## config.mk

```make
export PLATFORM = sky130hd
export DESIGN_NAME = sensor_timing_ctrl
export DESIGN_NICKNAME = d
export VERILOG_FILES = /design/src/rtl/sensor_timing_ctrl.sv
export SDC_FILE = /design/constraint.sdc
export NUM_CORES = 1
export LEC_CHECK = 0
export BUFFER_PORTS_ARGS = -buffer_cell sky130_fd_sc_hd__buf_2
export CORE_AREA = 2 2 188 98
export DETAILED_ROUTE_END_ITERATION = 8
export DIE_AREA = 0 0 190 100
export GPL_TIMING_DRIVEN = 0
export PLACE_DENSITY_LB_ADDON = 0.25
export SKIP_LAST_GASP = 1
export SYNTH_ARGS = -nofsm -noshare
export SYNTH_HDL_FRONTEND = slang
export SYNTH_SLANG_ARGS = --single-unit
export TNS_END_PERCENT = 5
```

## constraint.sdc

```tcl
create_clock -name clk -period 2.3 [get_ports clk]
set_clock_uncertainty 0.1 [all_clocks]
set_input_delay 0.23 -clock clk [delete_from_list [all_inputs] [get_ports clk]]
set_output_delay 0.23 -clock clk [all_outputs]
set_load 0.02 [all_outputs]
```

## src/rtl/sensor_timing_ctrl.sv

```systemverilog
// Sensor timing controller: sequences sensor reset, start/stop/single streaming and
// frame-boundary application of shadowed timing registers. Optional feature: CONTINUE_LVAL_EN.
module sensor_timing_ctrl #(
  parameter int unsigned RST_CYCLES      = 32'd8,
  parameter logic [15:0] DEF_WIDTH       = 16'd64,
  parameter logic [15:0] DEF_LINE_HIDE   = 16'd10,
  parameter logic [15:0] DEF_HEIGHT      = 16'd16,
  parameter logic [15:0] DEF_FRAME_HIDE  = 16'd20,
  parameter logic [15:0] DEF_FRONT_PORCH = 16'd2,
  parameter logic [15:0] DEF_BACK_PORCH  = 16'd2
) (
  input  logic        clk,
  input  logic        reset,
  input  logic        i_fval,
  input  logic        i_start,
  input  logic        i_stop,
  input  logic        i_single,
  input  logic        i_cfg_wr,
  input  logic [2:0]  iv_cfg_addr,
  input  logic [15:0] iv_cfg_data,
  output logic        o_sensor_reset,
  output logic        o_pause_en,
  output logic        o_continue_lval,
  output logic [15:0] ov_width,
  output logic [15:0] ov_line_hide,
  output logic [15:0] ov_height,
  output logic [15:0] ov_frame_hide,
  output logic [15:0] ov_front_porch,
  output logic [15:0] ov_back_porch,
  output logic        o_cfg_pending,
  output logic        o_frame_done,
  output logic [15:0] ov_frame_cnt
);

  typedef enum logic [1:0] {S_RST = 2'd0, S_IDLE = 2'd1, S_RUN = 2'd2, S_STOP = 2'd3} state_t;

  localparam logic [15:0] RST_LAST = 16'(RST_CYCLES - 32'd1);

  state_t      state_r, state_nxt_s;
  logic        single_r, single_nxt_s;
  logic        fval_d_r, fall_s, in_frame_s, wr_valid_s, apply_s;
  logic [15:0] rst_cnt_r;
  logic        sensor_reset_r, pause_en_r, pending_r, frame_done_r;
  logic [15:0] frame_cnt_r;
  logic [15:0] sh_width_r, sh_line_hide_r, sh_height_r, sh_frame_hide_r, sh_front_r, sh_back_r;
  logic [15:0] act_width_r, act_line_hide_r, act_height_r, act_frame_hide_r, act_front_r, act_back_r;

  assign fall_s     = fval_d_r & ~i_fval;
  assign in_frame_s = (state_r == S_RUN) || (state_r == S_STOP);
  assign apply_s    = pending_r && ((state_r == S_IDLE) || (fall_s && in_frame_s));

  // Next-state and single-frame flag decode
  always_comb begin
    state_nxt_s  = state_r;
    single_nxt_s = single_r;
    case (state_r)
      S_RST: begin
        if (rst_cnt_r == RST_LAST) state_nxt_s = S_IDLE;
        else                       state_nxt_s = S_RST;
      end
      S_IDLE: begin
        if (i_single) begin
          state_nxt_s  = S_RUN;
          single_nxt_s = 1'b1;
        end else if (i_start) begin
          state_nxt_s  = S_RUN;
          single_nxt_s = 1'b0;
        end else begin
          state_nxt_s  = S_IDLE;
        end
      end
      S_RUN: begin
        if (fall_s && single_r) begin
          state_nxt_s  = S_IDLE;
          single_nxt_s = 1'b0;
        end else if (i_stop) begin
          state_nxt_s  = S_STOP;
        end else begin
          state_nxt_s  = S_RUN;
        end
      end
      S_STOP: begin
        // An idle sensor leaves at once; an active frame leaves on its falling edge
        if ((!i_fval && !fval_d_r) || fall_s) begin
          state_nxt_s  = S_IDLE;
          single_nxt_s = 1'b0;
        end else begin
          state_nxt_s  = S_STOP;
        end
      end
      default: begin
        state_nxt_s  = S_RST;
        single_nxt_s = 1'b0;
      end
    endcase
  end

  // Qualify configuration writes by address
  always_comb begin
    wr_valid_s = 1'b0;
    if (i_cfg_wr) begin
      case (iv_cfg_addr)
        3'd0, 3'd1, 3'd2, 3'd3, 3'd4, 3'd5: wr_valid_s = 1'b1;
`ifdef CONTINUE_LVAL_EN
        3'd6:                               wr_valid_s = 1'b1;
`endif
        default:                            wr_valid_s = 1'b0;
      endcase
    end else begin
      wr_valid_s = 1'b0;
    end
  end

  // FSM state, reset sequencing counter and registered control outputs
  always_ff @(posedge clk) begin
    if (reset) begin
      state_r        <= S_RST;
      single_r       <= 1'b0;
      fval_d_r       <= 1'b0;
      rst_cnt_r      <= 16'd0;
      sensor_reset_r <= 1'b1;
      pause_en_r     <= 1'b1;
    end else begin
      state_r        <= state_nxt_s;
      single_r       <= single_nxt_s;
      fval_d_r       <= i_fval;
      rst_cnt_r      <= (state_r == S_RST) ? rst_cnt_r + 16'd1 : 16'd0;
      sensor_reset_r <= (state_nxt_s == S_RST);
      pause_en_r     <= (state_nxt_s == S_RST) || (state_nxt_s == S_IDLE);
    end
  end

  // Frame completion pulse and wrapping frame counter
  always_ff @(posedge clk) begin
    if (reset) begin
      frame_done_r <= 1'b0;
      frame_cnt_r  <= 16'd0;
    end else begin
      frame_done_r <= fall_s && in_frame_s;
      if (fall_s && in_frame_s) frame_cnt_r <= frame_cnt_r + 16'd1;
    end
  end

  // Shadow registers; a write coinciding with an apply keeps pending set
  always_ff @(posedge clk) begin
    if (reset) begin
      sh_width_r      <= DEF_WIDTH;
      sh_line_hide_r  <= DEF_LINE_HIDE;
      sh_height_r     <= DEF_HEIGHT;
      sh_frame_hide_r <= DEF_FRAME_HIDE;
      sh_front_r      <= DEF_FRONT_PORCH;
      sh_back_r       <= DEF_BACK_PORCH;
      pending_r       <= 1'b0;
    end else begin
      if (i_cfg_wr) begin
        case (iv_cfg_addr)
          3'd0:    sh_width_r      <= iv_cfg_data;
          3'd1:    sh_line_hide_r  <= iv_cfg_data;
          3'd2:    sh_height_r     <= iv_cfg_data;
          3'd3:    sh_frame_hide_r <= iv_cfg_data;
          3'd4:    sh_front_r      <= iv_cfg_data;
          3'd5:    sh_back_r       <= iv_cfg_data;
          default: ;
        endcase
      end
      if (wr_valid_s)   pending_r <= 1'b1;
      else if (apply_s) pending_r <= 1'b0;
    end
  end

  // Active registers take the pre-write shadow contents on apply
  always_ff @(posedge clk) begin
    if (reset) begin
      act_width_r      <= DEF_WIDTH;
      act_line_hide_r  <= DEF_LINE_HIDE;
      act_height_r     <= DEF_HEIGHT;
      act_frame_hide_r <= DEF_FRAME_HIDE;
      act_front_r      <= DEF_FRONT_PORCH;
      act_back_r       <= DEF_BACK_PORCH;
    end else if (apply_s) begin
      act_width_r      <= sh_width_r;
      act_line_hide_r  <= sh_line_hide_r;
      act_height_r     <= sh_height_r;
      act_frame_hide_r <= sh_frame_hide_r;
      act_front_r      <= sh_front_r;
      act_back_r       <= sh_back_r;
    end
  end

`ifdef CONTINUE_LVAL_EN
  logic sh_cont_r, act_cont_r;

  // Continue-lval mode bit follows the same shadow/apply path
  always_ff @(posedge clk) begin
    if (reset) begin
      sh_cont_r  <= 1'b0;
      act_cont_r <= 1'b0;
    end else begin
      if (i_cfg_wr && (iv_cfg_addr == 3'd6)) sh_cont_r <= iv_cfg_data[0];
      if (apply_s) act_cont_r <= sh_cont_r;
    end
  end

  assign o_continue_lval = act_cont_r;
`else
  assign o_continue_lval = 1'b0;
`endif

  assign o_sensor_reset = sensor_reset_r;
  assign o_pause_en     = pause_en_r;
  assign o_cfg_pending  = pending_r;
  assign o_frame_done   = frame_done_r;
  assign ov_frame_cnt   = frame_cnt_r;
  assign ov_width       = act_width_r;
  assign ov_line_hide   = act_line_hide_r;
  assign ov_height      = act_height_r;
  assign ov_frame_hide  = act_frame_hide_r;
  assign ov_front_porch = act_front_r;
  assign ov_back_porch  = act_back_r;

endmodule

```

Word-level counts from Yosys, hierarchy flattened
Index checks and enable logic that the tools add are counted.
{"block": "totals", "regBits": 232, "latchBits": 0, "mem_bits_rw": 0, "mem_bits_ro": 0, "output_inout_bits": 117, "wordCells": 79, "mem_count": 0}
{"block": "op_classes", "addsub": 2, "mul": 0, "div_mod_pow": 0, "magnitude_cmp": 0, "n_eq_ne": 13, "shift": 0, "n_mux": 16, "bitwise_logic": 3, "reduce_logical": 24}
{"operator": "adder 16 x 1 -> 16 bit (second input constant)", "count": 2}
{"operator": "== test 16 x 3 -> 1 bit (second input constant)", "count": 1}
{"operator": "AND reduction 2 bit", "count": 6}
{"operator": "two-way mux 1 bit", "count": 10}
{"operator": "two-way mux 2 bit", "count": 4}
{"operator": "case mux 2 bit (4 select lines)", "count": 1}
{"operator": "== test 3 x 2 -> 1 bit (second input constant)", "count": 2}
{"operator": "== test 3 bit (second input constant)", "count": 2}
{"operator": "OR reduction 6 bit", "count": 1}
{"operator": "== test 2 x 1 -> 1 bit (second input constant)", "count": 2}
{"operator": "== test 2 bit (second input constant)", "count": 2}
{"operator": "logical AND 1 bit", "count": 4}
{"operator": "logical NOT 2 bit", "count": 2}
{"operator": "logical OR 1 bit", "count": 4}
{"operator": "inequality test 2 x 1 -> 1 bit (second input constant)", "count": 2}
{"operator": "AND reduction 4 bit", "count": 1}
{"operator": "== test 3 x 1 -> 1 bit (second input constant)", "count": 1}
{"operator": "logical NOT 3 bit", "count": 1}
{"operator": "inequality test 3 bit (second input constant)", "count": 1}
{"operator": "case mux 1 bit (3 select lines)", "count": 1}
{"operator": "nonzero test 3 bit", "count": 1}
{"operator": "logical NOT 1 bit", "count": 2}
{"operator": "inverter 1 bit", "count": 2}
{"operator": "nonzero test 2 bit", "count": 1}
{"operator": "2 further kinds", "count": 2}

Logic depth before layout (Yosys ltp)
{"block": "logic_depth", "depth_word": 7, "mapped_depth": 9}

Worst setup path before layout
Ideal clock, no wire load.
{"block": "synth_timing", "path_type": "reg-to-reg", "start": "register frame_cnt_r[2], in the netlist ov_frame_cnt[2]", "end": "register frame_cnt_r[13], in the netlist ov_frame_cnt[13]", "t_arrival_ns": 1.557, "required_time_ns": 2.079, "setup_slack_ns": 0.522, "stages_incl_launch_ff": 6, "n_path_buf": 1, "period_less_slack_ns": 1.778, "path_cell_list": "dfxtp_1 clkbuf_1 nand3_1 nor4_4 nand3_2 mux2_4"}
{"block": "synth_between", "elab_chain_cells": 1}
{"item": "start: declaration", "line_no": "44", "text": "logic [15:0] frame_cnt_r;"}
{"item": "start signal: assignment", "line_no": "140", "text": "if (fall_s && in_frame_s) frame_cnt_r <= frame_cnt_r + 16'd1;"}
{"item": "adder 16 x 1 -> 16 bit", "line_no": "140"}
No other way between the ends.
A chain may end at the register's enable or synchronous reset.

Worst setup path in the final report
{"block": "layout_timing", "start": "register state_r[1]", "end": "register act_width_r[13], in the netlist ov_width[13]"}
{"block": "layout_between", "elab_chain_cells": 5}
{"item": "start: declaration", "line_no": "39", "text": "state_t state_r, state_nxt_s;"}
{"item": "start signal: assignment", "line_no": "124", "text": "state_r <= state_nxt_s;"}
{"item": "== test 2 bit", "line_no": "49", "text": "assign in_frame_s = (state_r == S_RUN) || (state_r == S_STOP);"}
{"item": "logical OR 1 bit", "line_no": "49"}
{"item": "logical AND 1 bit", "line_no": "50", "text": "assign apply_s = pending_r && ((state_r == S_IDLE) || (fall_s && in_frame_s));"}
{"item": "logical OR 1 bit (*)", "line_no": "50"}
{"item": "logical AND 1 bit (*)", "line_no": "50"}
{"item": "end signal: assignment", "line_no": "181", "text": "act_width_r <= sh_width_r;"}
{"item": "end: declaration", "line_no": "46", "text": "logic [15:0] act_width_r, act_line_hide_r, act_height_r, act_frame_hide_r, act_front_r, act_back_r;"}
Mark *: on every way between the ends. The rest lies on a longest branch, timed or not.

==> impl_metrics.json <==
{
  "main_combinational_cell_family_by_area_after_synthesis": "simple AND/OR/NAND/NOR gates",
  "syn_area_per_cell_sq_um": 8.10,
  "syn-cell-area_sq_um": 8490,
  "top_level_ports": 143,
  "syn2layout_area_growth_pct": 22.5,
  "setup_repair_after_global_routing_missed_its_margin": "false",
  "chipHeight_um": 100,
  "grt_start_max_net_pins": 17,
  "die_w_um": 190,
  "synthDistinctLibCells": 46,
  "tritoncts": "yes",
  "synth_simple_gate_area_share_pct": 25.9,
  "port_buffers": 139,
  "root_buf_cell": "clkbuf_16",
  "total_power_mw": 8.21,
  "netlist_top_cells_area": "dfxtp_1, nand2_1, a21oi_1",
  "drv.max_cap_violation_count": 0,
  "first_global_vias": 6728,
  "synth.most_common_cell": "nand2_1",
  "period_needed_ns": 1.96,
  "drive_above_1_share_pct": 17.0,
  "critical_path.endpoint_type": "flip-flop",
  "number_of_buffers_on_the_longest_clock_path": 3,
  "num-nets-final": 1255,
  "std_cell_rows": 35,
  "post_drt_wl_per_cell_um": 15.7,
  "synth_enable_flop_cells": 0,
  "cts.repair.resized": 0,
  "dp_hpwl_mm": 16.5,
  "ctsHoldBuffers": 17,
  "synth_top_cell_by_area": "dfxtp_1",
  "hold_class": "input port to flip-flop",
  "setup_viol": 0,
  "timing.setup.tns_ns": 0,
  "post-route-period-util_pct": 85.2,
  "critPathRequiredTime_ns": 2.62,
  "power_density_nw_per_um2": 790,
  "synth-xor-area-share_pct": 2.06,
  "timing.rr.start": "state_r[1]$_SDFF_PP0_",
  "layout.core_utilization_pct": 58.9,
  "postSynthNetCount": 1076,
  "max_freq_mhz": 510,
  "place_inst": 1427,
  "drtPass1Iterations": 5,
  "launching_element_type_of_the_critical_path": "flip-flop",
  "synthesis_stage_register_bit_count": 232,
  "cts.clk_slew.worst_paths_ns": 0.06,
  "design.core.area_sq_um": 17600,
  "fillCellCount": 1634,
  "post_cts_buffers": 0,
  "seq_area_frac_synth_pct": 54.7,
  "ys.flop_type": "dfxtp_1",
  "min_from": "i_stop",
  "antenna_left": 0,
  "gr-usage-all-layers_pct": 24.1,
  "detail_route.wirelength_mm": 23.3,
  "muxShareOfSynthArea_pct": 0.177,
  "slew-limit-headroom_pct": 49.8,
  "gp_congestion": 0.823,
  "synthAdderAreaFrac_pct": 0.295,
  "cts_made_buffers": 21,
  "critPathKind": "flip-flop to flip-flop",
  "synthCells": 1048,
  "route.vias.total": 7561,
  "initial_utilization_pct": 48.1,
  "fin_cells": 1482,
  "cts_max_level": 1,
  "vias_per_cell": 5.10,
  "synth.yosys.warnings": 0,
  "worstMarginPinSlew_ns": 0.753,
  "critical_path.startpoint": "state_r[1]$_SDFF_PP0_",
  "maximum_ir_drop_on_the_vdd_rail_mv": 0.426,
  "global_route_wire_length_before_repair_mm": 36.0,
  "worstSkewPairLatency_ns": 0.50,
  "worst_ep_arrival_time_ns": 2.28,
  "status": "finished clean",
  "detail_route.drc_violations": 0,
  "pre_cts_ws_ns": 0.0823,
  "p_leak_nw": 4.01,
  "drv_slew": 0,
  "antenna_violations_before_repair": 1,
  "final-hold-violation-count": 0,
  "synthArstFlopShare_pct": 0,
  "fp.dieArea_sq_um": 19000,
  "clock-sinks": 232,
  "worst-path-max-fanout": 10,
  "yosys-top-cells-count": "nand2_1, dfxtp_1, a21oi_1, clkbuf_1, nor2_1",
  "synth_top_area_share_pct": 54.7,
  "overflow": 0,
  "finalWorstSetupSlack_ns": 0.340,
  "dr.first_iter.drc_count": 608,
  "synth_compound_area_share_pct": 12.5
}
## cells in the final DEF, fill, tap and decap left out, drive strengths merged, types with 2 or more instances in the layout
cell type    netlist  final
a21oi            186    186
a22oi              2      2
and2b              2      2
and3               3      3
and3b              2      2
and4               2      2
buf               32    171
bufinv             0      5
clkbuf            35     62
clkinv             0      4
dfxtp            232    232
dlygate4sd3        0     17
ha                 2      2
inv                5      5
nand2            399    399
nand2b             3      3
nand3             13     13
nand3b            18     18
nand4              7      7
nor2              35     35
nor2b              3      3
nor3              10     10
nor3b              2      2
nor4               7      7
o21ai              9      9
or3                7      7
xnor2             15     15
xor2               5      5
## per-stage QoR
stage	hold slack, ns	instance area [sq um]
2_1_floorplan	0.251	8490
3_3_place_gp	0.331	9480
3_5_place_dp	0.344	9480
4_1_cts	0.00336	10400
5_1_grt	0.0141	10400
6_report	0.0172	10400
## layout make-up
class	instances	area, sq um	area share (%)
Antenna cell	1	2.50	0.0241
Inverter	5	18.8	0.181
Multi-Input combinational cell	744	3470	33.4
Clock buffer	27	558	5.37
Tap cell	240	300	2.89
Timing Repair Buffer	156	866	8.33
Buffer	67	349	3.36
Clock inverter	10	181	1.75
Sequential cell	232	4640	44.7
## report_power, final
| part | switching [mW] | internal (mW) |
|---|---|---|
| Sequential | 0.0276 | 4.06 |
| Combinational | 0.220 | 0.0948 |
| Clock | 1.52 | 2.28 |
| Total | 1.77 | 6.44 |
## kinds of logic after synthesis
family                   count (synthesis)
XOR/XNOR                                20
AND/OR/NAND/NOR                        516
buffers and inverters                   72
adder cells (fa/ha/maj)                  2
other                                    1
AO/OA/AOI/OAI                          204
flip-flops                             232
multiplexers                             1
## critical path, cell delays in order (launching register included)
cell and delay, ns:
dfxtp_1 0.30, buf_2 0.18, and2b_1 0.29, o21ai_4 0.33, buf_6 0.22, buf_4 0.23
nand2_1 0.09, a21oi_1 0.14
## routing by layer
metal  vias to the layer above  track usage [%]  part of all wire, %  wire length [um]
met4                         0             6.32                  1.8               422
met5                         -                0                    0                 0
met2                       227             34.6                   40              9330
met1                      3497             35.3                   49             11400
li1                       3802                -                    -                 -
met3                        35             7.20                  9.1              2130
## path summary, 6_finish.rpt
| path | to | slack [ns] | cells after the start |
|---|---|---|---|
| max reg2reg | ov_width[13]$_SDFFE_PP0P_ | 0.34 | 7 |
| min reg2reg | ov_line_hide[15]$_SDFFE_PP0P_ | 0.35 | 2 |
| max | ov_width[13]$_SDFFE_PP0P_ | 0.34 | 7 |
| min | state_r[0]$_SDFF_PP0_ | 0.02 | 3 |
No activity file was read; power rests on OpenSTA's default activity.
